[config.mk]
export PLATFORM = sky130hd
export DESIGN_NAME = lsu_mem_bridge
export DESIGN_NICKNAME = d
export VERILOG_FILES = /design/src/rtl/lsu_mem_bridge.sv
export SDC_FILE = /design/constraint.sdc
export NUM_CORES = 1
export LEC_CHECK = 0
export CAP_MARGIN = 5
export CORE_MARGIN = 4
export CORE_UTILIZATION = 50
export DETAILED_ROUTE_END_ITERATION = 10
export PLACE_DENSITY = 0.89
export SYNTH_ARGS = -nofsm -noshare
export SYNTH_HDL_FRONTEND = slang
export SYNTH_SLANG_ARGS = --single-unit
[constraint.sdc]
create_clock -name clk -period 4.8 [get_ports clk]
set_clock_uncertainty 0.2 [all_clocks]
set_input_delay 0.96 -clock clk [delete_from_list [all_inputs] [get_ports clk]]
set_output_delay 0.96 -clock clk [all_outputs]
set_load 0.02 [all_outputs]
[src/rtl/lsu_mem_bridge.sv]
// Load/store bridge between the core data path and word-organised memory.
// Sub-word stores are done as a read-modify-write of the containing word.
module lsu_mem_bridge #(
   parameter int unsigned TIMEOUT_CYCLES = 255
) (
   input  logic        clk,
   input  logic        reset,
   input  logic        req_valid,
   output logic        req_ready,
   input  logic        req_we,
   input  logic [2:0]  req_funct3,
   input  logic [31:0] req_addr,
   input  logic [31:0] req_wdata,
   output logic        rsp_valid,
   output logic [31:0] rsp_rdata,
   output logic        rsp_misaligned,
   output logic        rsp_fault,
   output logic        mem_req,
   output logic        mem_we,
   output logic [31:0] mem_addr,
   output logic [31:0] mem_wdata,
   input  logic [31:0] mem_rdata,
   input  logic        mem_ack
);

   localparam logic [2:0] ST_IDLE      = 3'd0;
   localparam logic [2:0] ST_READ      = 3'd1;
   localparam logic [2:0] ST_RMW_READ  = 3'd2;
   localparam logic [2:0] ST_RMW_WRITE = 3'd3;
   localparam logic [2:0] ST_WRITE     = 3'd4;
   localparam logic [2:0] ST_RESP      = 3'd5;

   localparam logic [2:0] F3_B  = 3'b000;
   localparam logic [2:0] F3_H  = 3'b001;
   localparam logic [2:0] F3_W  = 3'b010;
   localparam logic [2:0] F3_BU = 3'b100;
   localparam logic [2:0] F3_HU = 3'b101;

   // The phase faults on the cycle the no-ack count would reach TIMEOUT_CYCLES.
   localparam logic [15:0] TIMEOUT_LAST = 16'(TIMEOUT_CYCLES - 1);

   logic [2:0]  state;
   logic [2:0]  op_funct3;
   logic [1:0]  op_lane;
   logic [15:0] op_wdata;
   logic [15:0] wait_cnt;
   logic        req_illegal;
   logic        req_misaligned;

   function automatic logic [31:0] extract_load(input logic [2:0]  f3,
                                                input logic [1:0]  lane,
                                                input logic [31:0] word);
      logic [7:0]  b;
      logic [15:0] h;
      b = word[{lane, 3'b000} +: 8];
      h = word[{lane[1], 4'b0000} +: 16];
      case (f3)
         F3_B:    extract_load = {{24{b[7]}}, b};
         F3_BU:   extract_load = {24'd0, b};
         F3_H:    extract_load = {{16{h[15]}}, h};
         F3_HU:   extract_load = {16'd0, h};
         default: extract_load = word;
      endcase
   endfunction

   function automatic logic [31:0] merge_store(input logic [2:0]  f3,
                                               input logic [1:0]  lane,
                                               input logic [15:0] wd,
                                               input logic [31:0] word);
      logic [31:0] merged;
      merged = word;
      if (f3 == F3_H)
         merged[{lane[1], 4'b0000} +: 16] = wd;
      else
         merged[{lane, 3'b000} +: 8] = wd[7:0];
      merge_store = merged;
   endfunction

   assign req_ready = (state == ST_IDLE);
   assign rsp_valid = (state == ST_RESP);
   assign mem_req   = (state == ST_READ) || (state == ST_RMW_READ) ||
                      (state == ST_WRITE) || (state == ST_RMW_WRITE);
   assign mem_we    = (state == ST_WRITE) || (state == ST_RMW_WRITE);

   // Unsigned loads are legal, unsigned stores are not.
   always_comb begin
      req_illegal = 1'b1;
      case (req_funct3)
         F3_B, F3_H, F3_W: req_illegal = 1'b0;
         F3_BU, F3_HU:     req_illegal = req_we;
         default:          req_illegal = 1'b1;
      endcase
      req_misaligned = 1'b0;
      case (req_funct3)
         F3_H, F3_HU: req_misaligned = req_addr[0];
         F3_W:        req_misaligned = |req_addr[1:0];
         default:     req_misaligned = 1'b0;
      endcase
   end

   always_ff @(posedge clk) begin
      if (reset) begin
         state          <= ST_IDLE;
         op_funct3      <= 3'd0;
         op_lane        <= 2'd0;
         op_wdata       <= 16'd0;
         wait_cnt       <= 16'd0;
         rsp_rdata      <= 32'd0;
         rsp_misaligned <= 1'b0;
         rsp_fault      <= 1'b0;
         mem_addr       <= 32'd0;
         mem_wdata      <= 32'd0;
      end else begin
         case (state)
            ST_IDLE: begin
               if (req_valid) begin
                  op_funct3 <= req_funct3;
                  op_lane   <= req_addr[1:0];
                  op_wdata  <= req_wdata[15:0];
                  mem_addr  <= {req_addr[31:2], 2'b00};
                  mem_wdata <= req_wdata;
                  wait_cnt  <= 16'd0;
                  if (req_illegal) begin
                     state          <= ST_RESP;
                     rsp_fault      <= 1'b1;
                     rsp_misaligned <= 1'b0;
                     rsp_rdata      <= 32'd0;
                  end else if (req_misaligned) begin
                     state          <= ST_RESP;
                     rsp_fault      <= 1'b0;
                     rsp_misaligned <= 1'b1;
                     rsp_rdata      <= 32'd0;
                  end else if (!req_we) begin
                     state <= ST_READ;
                  end else if (req_funct3 == F3_W) begin
                     state <= ST_WRITE;
                  end else begin
                     state <= ST_RMW_READ;
                  end
               end
            end
            // All four memory phases share the ack/timeout handling.
            ST_READ, ST_RMW_READ, ST_WRITE, ST_RMW_WRITE: begin
               if (mem_ack) begin
                  wait_cnt <= 16'd0;
                  if (state == ST_RMW_READ) begin
                     mem_wdata <= merge_store(op_funct3, op_lane, op_wdata, mem_rdata);
                     state     <= ST_RMW_WRITE;
                  end else begin
                     state          <= ST_RESP;
                     rsp_fault      <= 1'b0;
                     rsp_misaligned <= 1'b0;
                     rsp_rdata      <= (state == ST_READ) ?
                                       extract_load(op_funct3, op_lane, mem_rdata) : 32'd0;
                  end
               end else if (wait_cnt == TIMEOUT_LAST) begin
                  state          <= ST_RESP;
                  rsp_fault      <= 1'b1;
                  rsp_misaligned <= 1'b0;
                  rsp_rdata      <= 32'd0;
               end else begin
                  wait_cnt <= wait_cnt + 16'd1;
               end
            end
            ST_RESP: state <= ST_IDLE;
            default: state <= ST_IDLE;
         endcase
      end
   end

endmodule

Yosys cells after proc, flatten, opt, wreduce, memory -nomap -nowiden

Index checks and enable logic that the tools add are counted.

Register bits: 136
Bits of input ports: 104
Logic and storage cells: 101

Add/subtract/negate cells: 3
Equality and inequality tests: 20
Shift operators: 6
Muxes and demuxes: 44
Reduce and logical (&&, ||, !) cells: 18

Operators with widths:

| kind                                                                     | count |
|---|---|
| 32-bit 2-to-1 mux                                                        | 11 |
| 32-bit one-hot mux with 2 select lines                                   | 2 |
| 32-bit one-hot mux with 4 select lines                                   | 1 |
| 32-bit bitwise mux                                                       | 2 |
| 16-bit 2-to-1 mux                                                        | 3 |
| 16-bit one-hot mux with 2 select lines                                   | 1 |
| 16-bit by 7-bit variable shift with 32-bit output (first input constant) | 1 |
| 8-bit by 7-bit variable shift with 32-bit output (first input constant)  | 1 |
| 16-bit by 7-bit variable part select with 32-bit output                  | 1 |
| 32-bit by 6-bit variable part select with 16-bit output                  | 1 |
| 32-bit by 6-bit variable part select with 8-bit output                   | 1 |
| 8-bit by 7-bit variable part select with 32-bit output                   | 1 |
| 3-bit 2-to-1 mux                                                         | 8 |
| 3-bit equality test (second input constant)                              | 6 |
| 16-bit by 1-bit adder with 16-bit output (second input constant)         | 1 |
| 16-bit by 8-bit equality test with 1-bit output (second input constant)  | 1 |
| 5-bit negator with 7-bit output                                          | 2 |
| 1-bit 2-to-1 mux                                                         | 11 |
| 3-bit by 1-bit equality test with 1-bit output (second input constant)   | 3 |
| 3-bit by 2-bit equality test with 1-bit output (second input constant)   | 3 |
| 3-bit zero test                                                          | 3 |
| 3-bit != test (second input constant)                                    | 3 |
| 1-bit one-hot mux with 2 select lines                                    | 4 |
| 2-bit != test (second input constant)                                    | 3 |
| 11 further kinds                                                         | 17 |

Logic depth before layout (Yosys ltp)

Depth in word-level cells: 7
Depth in mapped cells: 8

Least setup slack after synthesis

No wires, ideal clock.

Kind: input -> register
Start: input port req_addr[0]
End: register rsp_rdata[10]
Setup time: 0.061 ns
Arrival: 2.258 ns
Required time: 4.539 ns
Setup slack: 2.281 ns
Stages on the path: 6
Buffers on the path: 1
Cell sequence: or4_1 > a21oi_1 > a211oi_2 > nor2_2 > buf_4 > a32o_1

Word-level cells in the longest chain between the ends: 4

Ends and longest elaborated chain:

| item                                                 | RTL line | text |
|---|---|---|
| start: declaration                                   | 12       | `input logic [31:0] req_addr,` |
| 2-bit OR reduction                                   | 96       | `F3_W: req_misaligned = \|req_addr[1:0];` |
| 1-bit one-hot mux with 2 select lines *              | 94       | `case (req_funct3)` |
| 3-bit by 1-bit != test with 1-bit output (no line) * | n/a      |  |
| 5-bit AND reduction (no line) *                      | n/a      |  |
| end signal: assignment                               | 153      | `rsp_rdata <= (state == ST_READ) ?` |
| end: declaration                                     | 15       | `output logic [31:0] rsp_rdata,` |

Every way passes the cells marked *; elsewhere a longest branch is shown, timed or not.
A chain may end at the register's enable or synchronous reset.

Final worst setup path

Start: register state[1]
End: output port mem_req

Word-level cells in the longest chain between the ends: 4

Ends and longest elaborated chain:

| item                                                                                                                    | RTL line | text |
|---|---|---|
| start: declaration                                                                                                      | 42       | `logic [2:0] state;` |
| start signal: assignment                                                                                                | 103      | `state <= ST_IDLE;` |
| start signal: assignment                                                                                                | 124      | `state <= ST_RESP;` |
| start signal: assignment                                                                                                | 129      | `state <= ST_RESP;` |
| 3-bit by 1-bit equality test with 1-bit output / 3-bit by 2-bit equality test with 1-bit output (equally long branches) | 81       | `assign mem_req = (state == ST_READ) \|\| (state == ST_RMW_READ) \|\|` |
| 1-bit logical OR (2 in series)                                                                                          | 81       |  |
| 1-bit logical OR *                                                                                                      | 82       | `(state == ST_WRITE) \|\| (state == ST_RMW_WRITE);` |
| end: declaration                                                                                                        | 18       | `output logic mem_req,` |

Marks and branches as above.

==> qor.csv <==
metric,value,unit
status,finished clean,
initial antenna violation count,0,
Flop pwr share,31.3,%
Core Area,12200,um2
Internal,3.16,mW
sequential element share of the synthesized area,43.1,%
Clk pwr share,31.0,%
fmax,285,MHz
most frequent cells in the layout,"clkdlybuf4s50_1 (202), dfxtp_1 (136), nand2_1 (132), a21oi_1 (69), o22ai_1 (33)",
Mapped Cells,730,
combinational power share,37.7,%
Leak,3.29,nW
NetSw,1.79,mW
Setup Viol. Count Final,0,
area share of and/or/nand/nor cells after synthesis,20.5,%
worst reg2reg path depth,8,
Max clock buf depth,2,
WP data arrival,2340,ps
final setup TNS,0,ps
CP Data Required Time,3640,ps
Post-synth top flop,dfxtp_1,
"commonest non-fill, non-tap cell in the layout",clkdlybuf4s50_1,
Adder-Cell Fraction of Synth Area,1.39,%
WS Path Type,reg2out,
row count,40,
Synth Cell Area,6320,um2
post-place setup slack,1360,ps
antenna-violating nets left,0,
H-tree depth,4,
Starting DRT DRC Count,776,
final setup margin,1300,ps
Die X,120,um
Port Buf Inserts,203,
nets,1017,
mux cell area share after synthesis,2.57,%
Initial Util,51.7,%
Layout Cell Area excl Fill,9050,um2
layout cells sized above 1,7.83,%
"Clk Latency, worst-skew pair",430,ps
CP Capture Type,output port,
async set-reset flop share out of synthesis,0,%
CP Launch Type,flip-flop,
Hold WC Path Type,reg2reg,
ant diodes,0,
main combinational cell family by area after synthesis,compound AO/OA/AOI/OAI gates,
"EDFF count, synth",0,
Post-DP Area,8360,um2
worst slew pin tran,1000,ps
DPL Wire Length,15000,um
synthesis-to-finish area growth,43.3,%
IO Pins,206,
compound-cell area share of the yosys netlist,26.6,%
Die ar.,14500,um2
Netlist cell types,68,
max-slew violations,0,
drt first pass iters,6,
hold depth,2,
Die Y,120,um
CP max FO,14,
VDD IR-drop max,0.335,mV
CTS clock-pin slew for the worst setup and hold paths,60,ps
vias in the first global route,6350,
RSZ-0062 raised after global routing,false,
largest net degree at the start of global routing,58,
placed cells,1055,
YS warnings,0,
hold buffers post-CTS,0,
first-pass GRT wire length,33900,um
CTS buffer count,17,
pwr dens,547,nW/um2
routed len/inst,20.1,um
Tmin final,3500,ps
CTS tree,done,
routed vias/inst,6.13,
Sink Count,136,
Post-Layout Cell Count,1087,
Post-CTS Resized,0,
Mean Syn Cell Area,8.65,um2
worst rel slew slack,33.2,%
Overall Global Routing Usage,29.5,%
gr ovfl total,0,
"Hold Violations, Final",0,
#FFs+latches synth,136,
Placer Congestion,0.928,
Tcrit/Tclk final,73.0,%
Post-Route WL,21900,um
root buffer cell,clkbuf_16,
Max-Cap Viols,0,
vias,6664,
postcts setup bufs,0,
XOR/XNOR share of the synthesized area,0.555,%
Residual DRC,0,
Sw Ratio,36.2,%
## power groups by stage
stage                     combinational [mW]  sequential [mW]  clock, mW
after floorplan                        0.933             1.72          0
after global placement                  1.79             1.56          0
after detailed placement                1.82             1.56          0
after CTS                               1.85             1.54       1.54
after global routing                    2.00             1.57       1.60
final                                   1.87             1.55       1.53
## stage by stage
step,utilization [%],power [mW],hold slack [ps]
floorplan,-,2.65,233
global placement,68.5,3.35,241
detailed placement,68.5,3.38,245
CTS,74.1,4.93,253
global route,74.1,5.17,269
finish,74.1,4.95,252
## routing by layer
metal | track usage (%) | part of all wire (%) | routed length (um) | vias up
li1 | - | - | - | 3047
met4 | 11.8 | 3.4 | 754 | 0
met5 | 0 | 0 | 0 | -
met1 | 37.8 | 40 | 8680 | 3146
met2 | 47.4 | 48 | 10400 | 396
met3 | 7.67 | 9.3 | 2040 | 75
## synthesized netlist by cell type (all sizes together), types with 2 or more instances
| cell type | count | area, um2 |
|---|---|---|
| dfxtp | 136 | 2720 |
| clkbuf | 40 | 151 |
| nand2b | 10 | 62.6 |
| a32o | 8 | 80.1 |
| mux2i | 14 | 140 |
| and3 | 3 | 18.8 |
| o22a | 2 | 17.5 |
| nand2 | 133 | 499 |
| nor2b | 20 | 133 |
| or3 | 2 | 17.5 |
| a221oi | 33 | 339 |
| ha | 7 | 87.6 |
| o22ai | 33 | 206 |
| a211o | 2 | 17.5 |
| and4 | 3 | 28.8 |
| o21ai | 23 | 126 |
| nor4 | 4 | 31.3 |
| and2 | 2 | 12.5 |
| o211ai | 8 | 65.1 |
| nor4b | 3 | 56.3 |
| or4 | 5 | 37.5 |
| nor3 | 29 | 150 |
| a31oi | 2 | 12.5 |
| inv | 11 | 43.8 |
| o2bb2ai | 23 | 201 |
| nand3 | 6 | 30.0 |
| o21a | 2 | 15.0 |
| xor2 | 4 | 35.0 |
| or2 | 2 | 15.0 |
| a21oi | 69 | 345 |
| nand4 | 6 | 37.5 |
| buf | 17 | 133 |
| a211oi | 22 | 170 |
| nor2 | 30 | 118 |
## cells by family (layout without fill, tap and decap cells)
logic type / Yosys count / count (layout)
compound gates: 236 / 236
xor+xnor: 4 / 4
fa+ha+maj: 7 / 7
buf+inv: 68 / 256
flops: 136 / 136
mux: 15 / 15
other cells: 1 / 2
simple gates: 263 / 263
## final cells by class
| cell class | instances | area [um2] |
|---|---|---|
| clock buffer | 20 | 447 |
| clock inverter | 12 | 246 |
| fill | 913 | 3160 |
| inverter | 11 | 43.8 |
| multi-input combinational | 527 | 3280 |
| sequential | 136 | 2720 |
| tap | 168 | 210 |
| timing repair buffer | 213 | 2100 |
## worst paths after layout
path | start | to | slack [ps]
max | state[1]$_SDFFE_PP0P_ | mem_req | 1300
min | mem_addr[12]$_SDFFE_PP0P_ | mem_addr[12]$_SDFFE_PP0P_ | 250
max reg2reg | wait_cnt[0]$_SDFFE_PP0P_ | rsp_rdata[14]$_SDFFE_PP0P_ | 2000
min reg2reg | mem_addr[12]$_SDFFE_PP0P_ | mem_addr[12]$_SDFFE_PP0P_ | 250
## registers in the layout, summed over array words and instances (netlist names)
register        cells
op_wdata           16
op_funct3           3
rsp_rdata          32
rsp_misaligned      1
wait_cnt           16
op_lane             2
state               3
mem_addr           30
rsp_fault           1
mem_wdata          32
## critical path: stages (launching register included)
cell and delay, ps:
dfxtp_1 680, or3_4 250, inv_2 70, nor2_1 230, clkdlybuf4s50_1 680
Power figures use the tool's default switching activity.
